`src/rtl/seg7_scan_controller.sv`:
```
// Scans eight stored hex digits onto a seven-segment decoder's num/sel inputs.
// Each slot opens with a blanking guard window; digit_mask blanks individual digits.
module seg7_scan_controller #(
  parameter int unsigned TICKS_PER_DIGIT = 100000,
  parameter int unsigned BLANK_TICKS     = 1000
) (
  input  logic       clk,
  input  logic       rst_n,
  input  logic       en,
  input  logic       wr_en,
  input  logic [2:0] wr_addr,
  input  logic [3:0] wr_data,
  input  logic [7:0] digit_mask,
  output logic [3:0] num,
  output logic [2:0] sel,
  output logic       blank,
  output logic       frame_done
);

  typedef enum logic [1:0] {StIdle, StGuard, StShow} state_e;

  localparam int unsigned CntW = (TICKS_PER_DIGIT > 1) ? $clog2(TICKS_PER_DIGIT) : 1;
  localparam logic [CntW-1:0] CntLast   = CntW'(TICKS_PER_DIGIT - 1);
  localparam logic [CntW-1:0] GuardLast = CntW'(BLANK_TICKS - 1);
  localparam logic [CntW-1:0] CntOne    = CntW'(1);
  // With no guard window every slot opens directly in SHOW.
  localparam state_e SlotStart = (BLANK_TICKS == 0) ? StShow : StGuard;

  state_e          state_q;
  logic [CntW-1:0] cnt_q;
  logic [2:0]      sel_q;
  logic [2:0]      sel_nxt;
  logic            blank_q;
  logic            frame_done_q;
  logic [3:0]      mem [8];

  assign sel_nxt = sel_q + 3'd1;

  always_ff @(posedge clk or negedge rst_n) begin
    if (!rst_n) begin
      for (int i = 0; i < 8; i++) mem[i] <= 4'h0;
    end else if (wr_en) begin
      mem[wr_addr] <= wr_data;
    end
  end

  always_ff @(posedge clk or negedge rst_n) begin
    if (!rst_n) begin
      state_q      <= StIdle;
      cnt_q        <= '0;
      sel_q        <= 3'd0;
      blank_q      <= 1'b1;
      frame_done_q <= 1'b0;
    end else begin
      frame_done_q <= 1'b0;
      if (!en) begin
        state_q <= StIdle;
        cnt_q   <= '0;
        sel_q   <= 3'd0;
        blank_q <= 1'b1;
      end else begin
        case (state_q)
          StIdle: begin
            state_q <= SlotStart;
            cnt_q   <= '0;
            sel_q   <= 3'd0;
            blank_q <= (BLANK_TICKS == 0) ? ~digit_mask[0] : 1'b1;
          end
          StGuard: begin
            cnt_q <= cnt_q + CntOne;
            if (cnt_q == GuardLast) begin
              state_q <= StShow;
              blank_q <= ~digit_mask[sel_q];
            end else begin
              blank_q <= 1'b1;
            end
          end
          StShow: begin
            if (cnt_q == CntLast) begin
              cnt_q        <= '0;
              sel_q        <= sel_nxt;
              state_q      <= SlotStart;
              blank_q      <= (BLANK_TICKS == 0) ? ~digit_mask[sel_nxt] : 1'b1;
              frame_done_q <= (sel_q == 3'd7);
            end else begin
              cnt_q   <= cnt_q + CntOne;
              blank_q <= ~digit_mask[sel_q];
            end
          end
          default: begin
            state_q <= StIdle;
            cnt_q   <= '0;
            sel_q   <= 3'd0;
            blank_q <= 1'b1;
          end
        endcase
      end
    end
  end

  assign num        = mem[sel_q];
  assign sel        = sel_q;
  assign blank      = blank_q;
  assign frame_done = frame_done_q;

endmodule

```
`config.mk`:
```
export PLATFORM = sky130hd
export DESIGN_NAME = seg7_scan_controller
export DESIGN_NICKNAME = d
export VERILOG_FILES = /design/src/rtl/seg7_scan_controller.sv
export SDC_FILE = /design/constraint.sdc
export NUM_CORES = 1
export LEC_CHECK = 0
export ABC_AREA = 1
export BUFFER_PORTS_ARGS = -buffer_cell sky130_fd_sc_hd__buf_2
export CAP_MARGIN = 5
export CORE_UTILIZATION = 50
export CTS_CLUSTER_DIAMETER = 200
export CTS_CLUSTER_SIZE = 20
export DETAILED_ROUTE_END_ITERATION = 8
export HOLD_SLACK_MARGIN = 0.12
export PLACE_DENSITY_LB_ADDON = 0.12
export SYNTH_ARGS = -nofsm -noshare
export SYNTH_HDL_FRONTEND = slang
export SYNTH_SLANG_ARGS = --single-unit
```
`constraint.sdc`:
```
create_clock -name clk -period 1.6 [get_ports clk]
set_clock_uncertainty 0.1 [all_clocks]
set_input_delay 0.08 -clock clk [delete_from_list [all_inputs] [get_ports clk]]
set_output_delay 0.08 -clock clk [all_outputs]
set_load 0.1 [all_outputs]
```
After elaboration in Yosys (flattened, before gate mapping)
Index checks and enable logic that the tools add are counted.
{ "word_totals": {"word_cells": 59, "latchBits": 0, "input_bits": 19, "output_inout_bits": 9, "mem_bits_rw": 0, "rom_bits": 0, "mem_count": 0, "ff_bits": 56} }
{ "op_classes": {"add_sub_neg": 2, "mul": 0, "shifts": 0, "order_cmp": 4, "div_mod_pow": 0, "n_mux": 25, "bitwise": 3, "reduce_logical": 4, "n_eq_ne": 8} }
{ "op_table": {"columns": ["operator", "n"], "rows": [
  ["$mux 17", 2],
  ["$pmux 17 s2", 1],
  ["$bwmux 32", 1],
  ["$add 17x1->17 const B", 1],
  ["$eq 17x10->1 const B", 1],
  ["$eq 17x17->1 const B", 1],
  ["$bmux 4 s3", 1],
  ["$demux 4 s3", 1],
  ["$mux 4", 3],
  ["$ge 4x4->1 const B", 2],
  ["$not 3->4", 2],
  ["$mux 1", 7],
  ["$mux 2", 3],
  ["$mux 3", 2],
  ["$ne 3x3->1 const B", 2],
  ["$pmux 2 s3", 1],
  ["$pmux 3 s2", 1],
  ["$lt 3x4->1 const B", 1],
  ["$lt 4x1->1 const B", 1],
  ["$reduce_and 2->1", 2],
  ["$add 3x1->3 const B", 1],
  ["$bmux 1 s3", 1],
  ["$eq 3x3->1 const B", 1],
  ["$eq 2x1->1 const B", 1],
  ["other kinds (6)", 6]
]} }

Depth between registers and ports, before layout
Gate-level depths: netlist of the first run.
{ "logic_depth": {"depth_word": 6, "ltp_mapped": 10, "mapped_depth_nobuf": 9} }

Worst setup path before layout of the first run
Ideal clock, no wire load.
{ "synth_timing": {"kind": "register -> output", "from": "reg sel_q[0] (netlist: sel[0])", "to": "out num[0]", "path_slack_ps": -980, "stages_incl_launch_ff": 7, "path_buffers": 2, "required_ps": 1420, "arrival_time_ps": 2400, "cell_sequence": "dfrtp_1 -> clkbuf_1 -> buf_2 -> nor2_1 -> o22ai_1 -> nand2_1 -> nand2_1"} }
{ "synth_between": {"elab_chain_len": 4} }
{ "synth_rtl": {"columns": ["element", "line_no", "source"], "rows": [
  ["from (decl)", "31", "logic [2:0] sel_q;"],
  ["from (signal assigned)", "81", "sel_q <= sel_nxt;"],
  ["$not 3->4 (implied by the code)", "101", "assign num = mem[sel_q];"],
  ["$bmux 4 s3", "101", null],
  ["$mux 4 (implied by the code) (2 in a row)", "101", null],
  ["to (decl)", "14", "output logic [3:0] num,"]
]} }
Every way passes these cells. The select of a mux whose other input is x is not followed.

Worst setup path after layout of the first run
{ "layout_timing": {"from": "reg sel_q[0] (netlist: sel[0])", "to": "out num[3]"} }
The elaborated chain is that of the path after synthesis.

==> impl_metrics.yaml, run 1 <==
outcome:
  status: "finished with violations"
  violations: "negative setup slack"
routing:
  wl_per_cell_um: 14.3
  routed_wl_um: 7320
  drtPass1Iterations: 4
  viasPerCell: 5.24
  drc: 0
  drt-initial-drc-count: 158
  ant_nets: 0
  vias: 2686
sta:
  period_share: 1.13
  hold_slack_ns: 0.156
  finalCriticalPeriod_ns: 1.80
  rsz0062_at_grt: "true"
  fin_ws_ns: -0.200
  setup_viol_count_final: 10
  slew_headroom: 0.677
  worst_pin_slew_ns: 0.488
  drv_slew: 0
  finalHoldViolations: 0
  fmax_mhz: 556
layout:
  nets: 467
  drive_gt1_frac: 0.315
  multiInputGateArea_mm2: 0.00177
  seq_area_mm2: 0.00141
  n_fill_cell: 432
  diodes: 0
  post-route-util: 0.716
  area_delta_synth_final_pct: 34.7
grt:
  overflow: 0
  grt_max_degree: 57
  first_global_vias: 2625
  grtUsageTotal: 0.246
  grt_pass1_wl_um: 12000
  antenna_found_initial: 0
yosys:
  syn_avg_cell_area_um2: 7.88
  ys_types: 25
  yosys_warnings: 0
  yosysTopAreaCellShare: 0.462
  ys_top_cells_by_area: "dfrtp_1 (46%), nand2_1 (13%), o21ai_0 (7.6%), nor2_1 (7.3%), inv_1 (3.7%)"
  synthArstFlopShare: 1.00
  syn_area_mm2: 0.00298
  synth.most_common_cell: "nand2_1"
  synth_flop_cell: "dfrtp_1"
  yosys-top-cells-count: "nand2_1 (105), nor2_1 (58), dfrtp_1 (55), o21ai_0 (45), inv_1 (29)"
  synthCells: 378
  synth_nets: 405
  synth_edf_count: 0
  yosysSeqAreaShare: 0.471
  ys_ff_latch: 56
  yosysTopAreaCell: "dfrtp_1"
worst_setup_path:
  crit_path_frequent_cell: "buf_12"
  cp_top_family: "flip-flops"
  worstSetupPathType: "reg -> out"
  critPathRequiredTime_ns: 1.42
  arrival_ns: 1.62
  crit_buf_inv: 2
  crit_path_end_kind: "primary output"
  crit_slowest_cell: "dfrtp_4"
  slowest_delay_ns: 0.54
  crit_chain: "buf_12 -> o21ai_2 -> o22ai_2 -> nand2_2 -> nand2_8 -> buf_12"
  path_max_fanout: 18
  startpoint_type: "register"
floorplanning:
  die_area_mm2: 0.00627
  core_mm2: 0.00561
  pin_count: 28
  die_h_um: 79.2
  rows: 27
  start_util: 0.531
  die_w_um: 79.2
place:
  port_buffers: 27
  globalplace.congestion: 0.814
  post-dp-hpwl_um: 4920
pwr:
  p_leak_nw: 1.80
  ir_worst_vdd_mv: 0.643
  cellPowerDensity_mw_per_mm2: 880
  power.total_w: 0.00353
clock_tree:
  clockBufferDepth: 2
  clkLatencyLatePin_ns: 0.31
  cts_root_buf: "clkbuf_8"
  cts_tree: "done"
  cts_buffers: 5
  clkSinkCount: 56
  path_clk_slew_ns: 0.10
  htree_levels: 2
worst_hold_path:
  holdCritPathClass: "in -> reg"
job:
  max_cap_violations: 0
==> what timing repair did <==
| item | in CTS | in global routing |
|---|---|---|
| endpoints found under the hold margin | 90 | 0 |
| endpoints found under the setup margin | 12 | 29 |
| hold buffers | 6 | 0 |
| buffers inserted | 0 | 6 |
| cloned | 1 | 2 |
| pin swaps | 5 | 11 |
| resized for setup | 44 | 41 |
==> final timing paths <==
check	start	end	slack, ns	cells after the start
min in group asynchronous	rst_n	mem[1]	0.19	3
max in group asynchronous	rst_n	blank	0.90	3
worst min register to register	mem[14]	mem[14]	0.40	2
worst max-delay path	sel[0]	num[3]	-0.20	6
worst min-delay path	wr_addr[0]	mem[23]	0.16	4
worst max register to register	cnt_q[13]	cnt_q[7]	-0.01	8
==> where the power goes <==
group / internal (W) / switching [W] / total [W] / leakage (nW)
Combinational: 0.000270 / 0.000464 / 0.000734 / 1.02
Clock: 0.000626 / 0.000463 / 0.00109 / 0.0654
Sequential: 0.00158 / 0.000131 / 0.00171 / 0.720
==> layer usage <==
metal  GRT usage  routed length [um]  vias up
met1       0.353                3620     1262
met5           0                   0        -
met3      0.0379                 335       11
li1            -                   -     1340
met2       0.386                3270       73
met4      0.0655                  93        0
==> registers in the layout, summed over array words and instances (netlist names) <==
name	count
mem	32
blank	1
sel	3
frame_done	1
cnt_q	17
state_q	2
==> cell families after synthesis <==
kind of cell             count (synthesis)  share of synthesized area
AO/OA/AOI/OAI                           57                     0.0991
XOR/XNOR                                11                     0.0323
adder cells (fa/ha/maj)                  8                     0.0336
buffers and inverters                   35                     0.0504
flip-flops                              56                      0.471
AND/OR/NAND/NOR                        211                      0.314
==> final cells by class <==
cell class / instances / area share
multi-input combinational: 289 / 0.440
inverter: 29 / 0.0290
sequential: 56 / 0.352
clock inverter: 2 / 0.0150
timing repair buffer: 58 / 0.123
clock buffer: 6 / 0.0181
timing repair inverter: 1 / 0.000935
tap: 72 / 0.0224
==> worst reg2reg max path: cells and delay by family (launching register included) <==
family | cells | cell delay, ns
simple gates | 8 | 0.96
flops | 1 | 0.43
==> cell usage in the layout, fill, tap and decap left out, types with 2 or more instances in the layout <==
cell           Yosys  routed
ha_1               8       4
nand2_8            1       8
o21ai_1            0       2
nand3_1           19      18
nand3b_1           4       4
buf_4              0      21
o21ai_4            0       2
nor2_2            12      17
dfrtp_4            0       2
nand4_1            3       3
buf_6              0       2
inv_1             29      27
nand2_2            1      13
nand2_1          105      89
nor2_4             2      10
o21ai_2            0       8
nor2_1            58      45
dlygate4sd3_1      0       6
a21oi_1            4       4
ha_2               0       3
o22ai_2            0       6
o21ai_0           45      33
clkbuf_8           0       5
xnor2_1            4       4
nand3_2            2       2
buf_2              2      21
dfrtp_1           55      51
dfrtp_2            0       2
buf_12             1       7
xor2_1             7       7
o22ai_1            8       2
bufinv_16          0       2
==> through the flow <==
step | cells | area (um^2) | worst slack [ns] | setup TNS, ns
after floorplan | 378 | 3080 | -0.0800 | -0.320
after global placement | 490 | 3460 | 0.0208 | 0
after detailed placement | 490 | 3460 | 0.00151 | 0
after CTS | 505 | 3770 | -0.201 | -0.778
after global routing | 513 | 4010 | -0.260 | -2.37
final | 513 | 4010 | -0.200 | -0.799
Note: power is estimated with default switching activity, not from simulation.
==> run 2: changes to the inputs <==
==> constraint.sdc (replaced) <==
create_clock -name clk -period 1.6 [get_ports clk]
set_clock_uncertainty 0.1 [all_clocks]
set_input_delay 0.24 -clock clk [delete_from_list [all_inputs] [get_ports clk]]
set_output_delay 0.24 -clock clk [all_outputs]
set_load 0.1 [all_outputs]
==> run 2 against run 1 <==
The run still ends with negative setup slack left; combinational power is essentially flat; non-clock buffer count is 4 lower; design area down 0.47%; global-route usage grew 0.57 points; die area unchanged; critical path type unchanged.
==> impl_metrics.yaml, run 2 (synthesis gave the netlist of run 1 again) <==
worst_setup_path:
  crit_slowest_cell: "dfrtp_4"
  crit_chain: "clkbuf_16 -> nor2_1 -> o22ai_2 -> nand2_2 -> nand2_8 -> buf_12"
  worstSetupPathType: "reg -> out"
  path_max_fanout: 8
  slowest_delay_ns: 0.55
  crit_buf_inv: 2
  cp_top_family: "flip-flops"
  cp.depth: 6
  crit_path_end_kind: "primary output"
  critPathRequiredTime_ns: 1.26
  arrival_ns: 1.65
  startpoint_type: "register"
  rr_worst_depth: 8
outcome:
  status: "finished with violations"
  violations: "negative setup slack"
grt:
  first_global_vias: 2507
  grt_pass1_wl_um: 12100
  antenna_found_initial: 0
  grt_max_degree: 30
  overflow: 0
  grtUsageTotal: 0.251
clock_tree:
  clockBufferDepth: 2
  htree_levels: 2
  path_clk_slew_ns: 0.09
  cts_buffers: 5
  clkLatencyLatePin_ns: 0.31
  cts_root_buf: "clkbuf_8"
  cts_tree: "done"
  clkSinkCount: 56
floorplanning:
  die_h_um: 79.2
  start_util: 0.531
  die_area_mm2: 0.00627
  rows: 27
  pin_count: 28
  core_mm2: 0.00561
  die_w_um: 79.2
routing:
  vias: 2778
  viasPerCell: 5.46
  drt-initial-drc-count: 255
  ant_nets: 0
  drc: 0
  drtPass1Iterations: 5
  routed_wl_um: 7870
  wl_per_cell_um: 15.5
sta:
  hold_slack_ns: 0.159
  finalCriticalPeriod_ns: 1.99
  fmax_mhz: 502
  slew_headroom: 0.674
  drv_slew: 0
  period_share: 1.24
  tns_ns: -1.85
  rsz0062_at_grt: "true"
  finalHoldViolations: 0
  fin_ws_ns: -0.392
  worst_pin_slew_ns: 0.489
  setup_viol_count_final: 17
layout:
  drive_gt1_frac: 0.304
  finalInstanceArea_mm2: 0.00400
  final_cell_mix: "nand2_1 (89), dfrtp_1 (49), nor2_1 (44)"
  diodes: 0
  area_delta_synth_final_pct: 34.1
  regMostFlops: "mem"
  nets: 463
  n_fill_cell: 438
  largest_register_ffs: 32
  final_common_cell: "nand2_1"
pwr:
  power.total_w: 0.00343
  ir_worst_vdd_mv: 0.548
  cellPowerDensity_mw_per_mm2: 858
  p_leak_nw: 1.77
place:
  post-dp-hpwl_um: 5050
  place_area_mm2: 0.00349
  port_buffers: 27
  globalplace.congestion: 0.807
  dp_slack_ns: -0.114
worst_hold_path:
  holdCritPathClass: "in -> reg"
  min_path_cells: 3
job:
  max_cap_violations: 0
[run 2: cell count changes in the layout (fill, tap and decap cells not counted), sizes merged]
cell         delta
buf             -1
clkbuf          +2
clkinv          +1
clkinvlp        +2
dlygate4sd3     -4
inv             -3
bufinv          -1
[run 2: metrics by stage]
step	instances	util
global placement	489	0.622
floorplan	378	-
global route	509	0.712
finish	509	0.712
CTS	503	0.663
detailed placement	489	0.622
[run 2: path summary, 6_finish.rpt]
check | start | end | slack, ns
max in group asynchronous | rst_n | cnt_q[7] | 0.55
min in group asynchronous | rst_n | mem[18] | 0.31
worst max register to register | sel[0] | sel[2] | -0.17
worst min register to register | mem[10] | mem[10] | 0.40
worst max-delay path | sel[0] | num[3] | -0.39
worst min-delay path | wr_data[0] | mem[0] | 0.16
[run 2: final cells by class]
| class | instances | area [um^2] | area share |
|---|---|---|---|
| multi-input combinational | 289 | 1730 | 0.433 |
| sequential | 56 | 1420 | 0.354 |
| timing repair buffer | 54 | 500 | 0.125 |
| inverter | 29 | 125 | 0.0313 |
| clock buffer | 7 | 96.3 | 0.0241 |
| tap | 72 | 90.1 | 0.0225 |
| clock inverter | 1 | 30.0 | 0.00752 |
| timing repair inverter | 1 | 7.51 | 0.00188 |
[run 2: worst min-delay path, cell delays in order]
cell     delay (ns)
buf_2          0.07
inv_1          0.08
a21oi_1        0.13
[run 2: power by group]
part           leakage, nW  internal, W  switching [W]
Sequential           0.716      0.00158       0.000117
Clock               0.0645     0.000553       0.000449
Combinational        0.993     0.000264       0.000469
[run 2: what timing repair did]
action,CTS,global route
endpoints found under the setup margin,22,28
pin swaps,5,18
setup buffers,2,4
gates cloned,2,2
endpoints found under the hold margin,16,0
gates resized for setup,25,55
hold buffers,2,0
[run 2: metal layers]
layer | up-vias | wire, um | global-route usage
li1 | 1336 | - | -
met1 | 1314 | 3620 | 0.377
met2 | 114 | 3650 | 0.376
met3 | 14 | 455 | 0.0414
met4 | 0 | 149 | 0.0636
met5 | - | 0 | 0
==> run 3: changes to the inputs <==
- clock period: 1.6 -> 1.65 ns (I/O delays scaled with it)
==> run 3 against run 2 <==
The flow still finishes with violations (negative setup slack); setup slack improved by 0.014 ns; hold slack improved by 0.029 ns; combinational power decreased by 6.4%; total power decreased by 12%; sequential cell count unchanged; utilization decreased by 3.3 points; cell count decreased by 0.59%; routed wire length decreased by 9.4%; design area decreased by 4.6%; die area unchanged.
==> impl_metrics.yaml, run 3 (synthesis gave the netlist of run 1 again) <==
outcome:
  status: "finished with violations"
  violations: "negative setup slack"
job:
  max_cap_violations: 0
place:
  post-dp-hpwl_um: 4850
  dp.cells: 484
  globalplace.congestion: 0.814
  port_buffers: 27
  dp_slack_ns: -0.0777
pwr:
  ir_worst_vdd_mv: 0.472
  p_leak_nw: 1.73
  cellPowerDensity_mw_per_mm2: 795
layout:
  final_common_cell: "nand2_1"
  area_delta_synth_final_pct: 27.9
  drive_gt1_frac: 0.263
  nets: 461
  diodes: 0
  regMostFlops: "mem"
  largest_register_ffs: 32
  n_fill_cell: 470
  final_cell_mix: "nand2_1 (90), nor2_1 (53), dfrtp_1 (50)"
  finalNonFillerCells: 506
floorplanning:
  die_w_um: 79.2
  core_mm2: 0.00561
  die_area_mm2: 0.00627
  pin_count: 28
  die_h_um: 79.2
  start_util: 0.531
  rows: 27
worst_setup_path:
  worstReg2RegStart: "sel[0]"
  rr_worst_depth: 7
  reg2reg_slack_ns: -0.06
  critPathRequiredTime_ns: 1.30
  arrival_ns: 1.68
  worstSetupPathType: "reg -> out"
  r2r-end: "sel[2]"
  path_max_fanout: 8
  crit_path_end_kind: "primary output"
  startpoint_type: "register"
sta:
  drv_slew: 0
  finalCriticalPeriod_ns: 2.03
  fin_ws_ns: -0.378
  fmax_mhz: 493
  setup_viol_count_final: 5
  worst_pin_slew_ns: 0.483
  period_share: 1.23
  slew_headroom: 0.680
  rsz0062_at_grt: "true"
  finalHoldViolations: 0
clock_tree:
  clkSinkCount: 56
  cts_root_buf: "clkbuf_8"
  clkLatencyLatePin_ns: 0.31
  htree_levels: 2
  cts_tree: "done"
  clockBufferDepth: 2
  path_clk_slew_ns: 0.09
  cts_buffers: 5
routing:
  wl_per_cell_um: 14.1
  vias: 2673
  routed_wl_um: 7130
  drtPass1Iterations: 4
  ant_nets: 0
  drc: 0
  viasPerCell: 5.28
  drt-initial-drc-count: 148
worst_hold_path:
  holdCritPathClass: "in -> reg"
  hold_path_end: "mem[0]"
  worstHoldStart: "wr_data[0]"
  min_path_cells: 3
grt:
  overflow: 0
  antenna_found_initial: 0
  first_global_vias: 2464
  grtUsageTotal: 0.243
  grt_pass1_wl_um: 11700
  grt_max_degree: 30
==> run 3: cell count changes in the layout (fill, tap and decap cells not counted), moves of 2 or more <==
cell,change
buf_4,-2
clkbuf_8,-2
nor2_1,+9
nor2_2,-2
nor2_4,-7
o21ai_0,+3
==> run 3: layer usage <==
metal / track usage / wire length [um] / vias up
li1: - / - / 1333
met1: 0.367 / 3450 / 1245
met2: 0.360 / 3120 / 85
met3: 0.0379 / 453 / 10
met4: 0.0655 / 108 / 0
met5: 0 / 0 / -
==> run 3: timing repair <==
action / in CTS / in global routing
hold endpoints to repair: 18 / 0
pin swaps: 5 / 12
buffers inserted: 2 / 6
resized for setup: 20 / 27
endpoints found under the setup margin: 5 / 26
hold buffers: 2 / 0
gates cloned: 2 / 3
==> run 3: how the worst max path moves through the flow <==
stage | cells past startpoint | end | startpoint | slack [ns]
CTS | 6 | num[0] | sel[0] | -0.35
global placement | 6 | num[1] | sel[0] | -0.06
floorplan | 7 | num[0] | sel[0] | -0.20
detailed placement | 6 | num[3] | sel[0] | -0.08
finish | 6 | num[0] | sel[0] | -0.38
global route | 6 | num[0] | sel[0] | -0.41
==> run 3: cell type report <==
cell class	count	area (um^2)	area share
Multi-Input combinational cell	289	1630	0.428
Inverter	29	120	0.0315
Tap cell	72	90.1	0.0236
Sequential cell	56	1410	0.371
Timing Repair inverter	2	11.3	0.00295
Clock buffer	6	72.6	0.0190
Clock inverter	1	5.00	0.00131
Timing Repair Buffer	51	467	0.122
==> run 3: report_power, final <==
group	switching (W)	internal, W	total [W]
clock	0.000422	0.000290	0.000712
combinational	0.000434	0.000252	0.000686
sequential	0.000104	0.00153	0.00163
==> run 3: through the flow <==
step                      utilization  hold WS [ns]  total power [W]  TNS [ns]  instance area, um^2
after floorplan                     -        -0.148          0.00207    -0.790                 3080
after global placement          0.615         0.123          0.00228    -0.136                 3450
after detailed placement        0.615         0.124          0.00230    -0.243                 3450
after CTS                       0.644         0.184          0.00302     -1.45                 3610
after global routing            0.680         0.195          0.00319     -1.87                 3810
final                           0.680         0.188          0.00303     -1.45                 3810
==> run 3: critical path, cell delays in order (launching register included) <==
cell       delay, ns
dfrtp_4         0.57
clkbuf_16       0.19
nor2_1          0.16
o22ai_2         0.10
nand2_2         0.12
nand2_8         0.06
buf_12          0.16
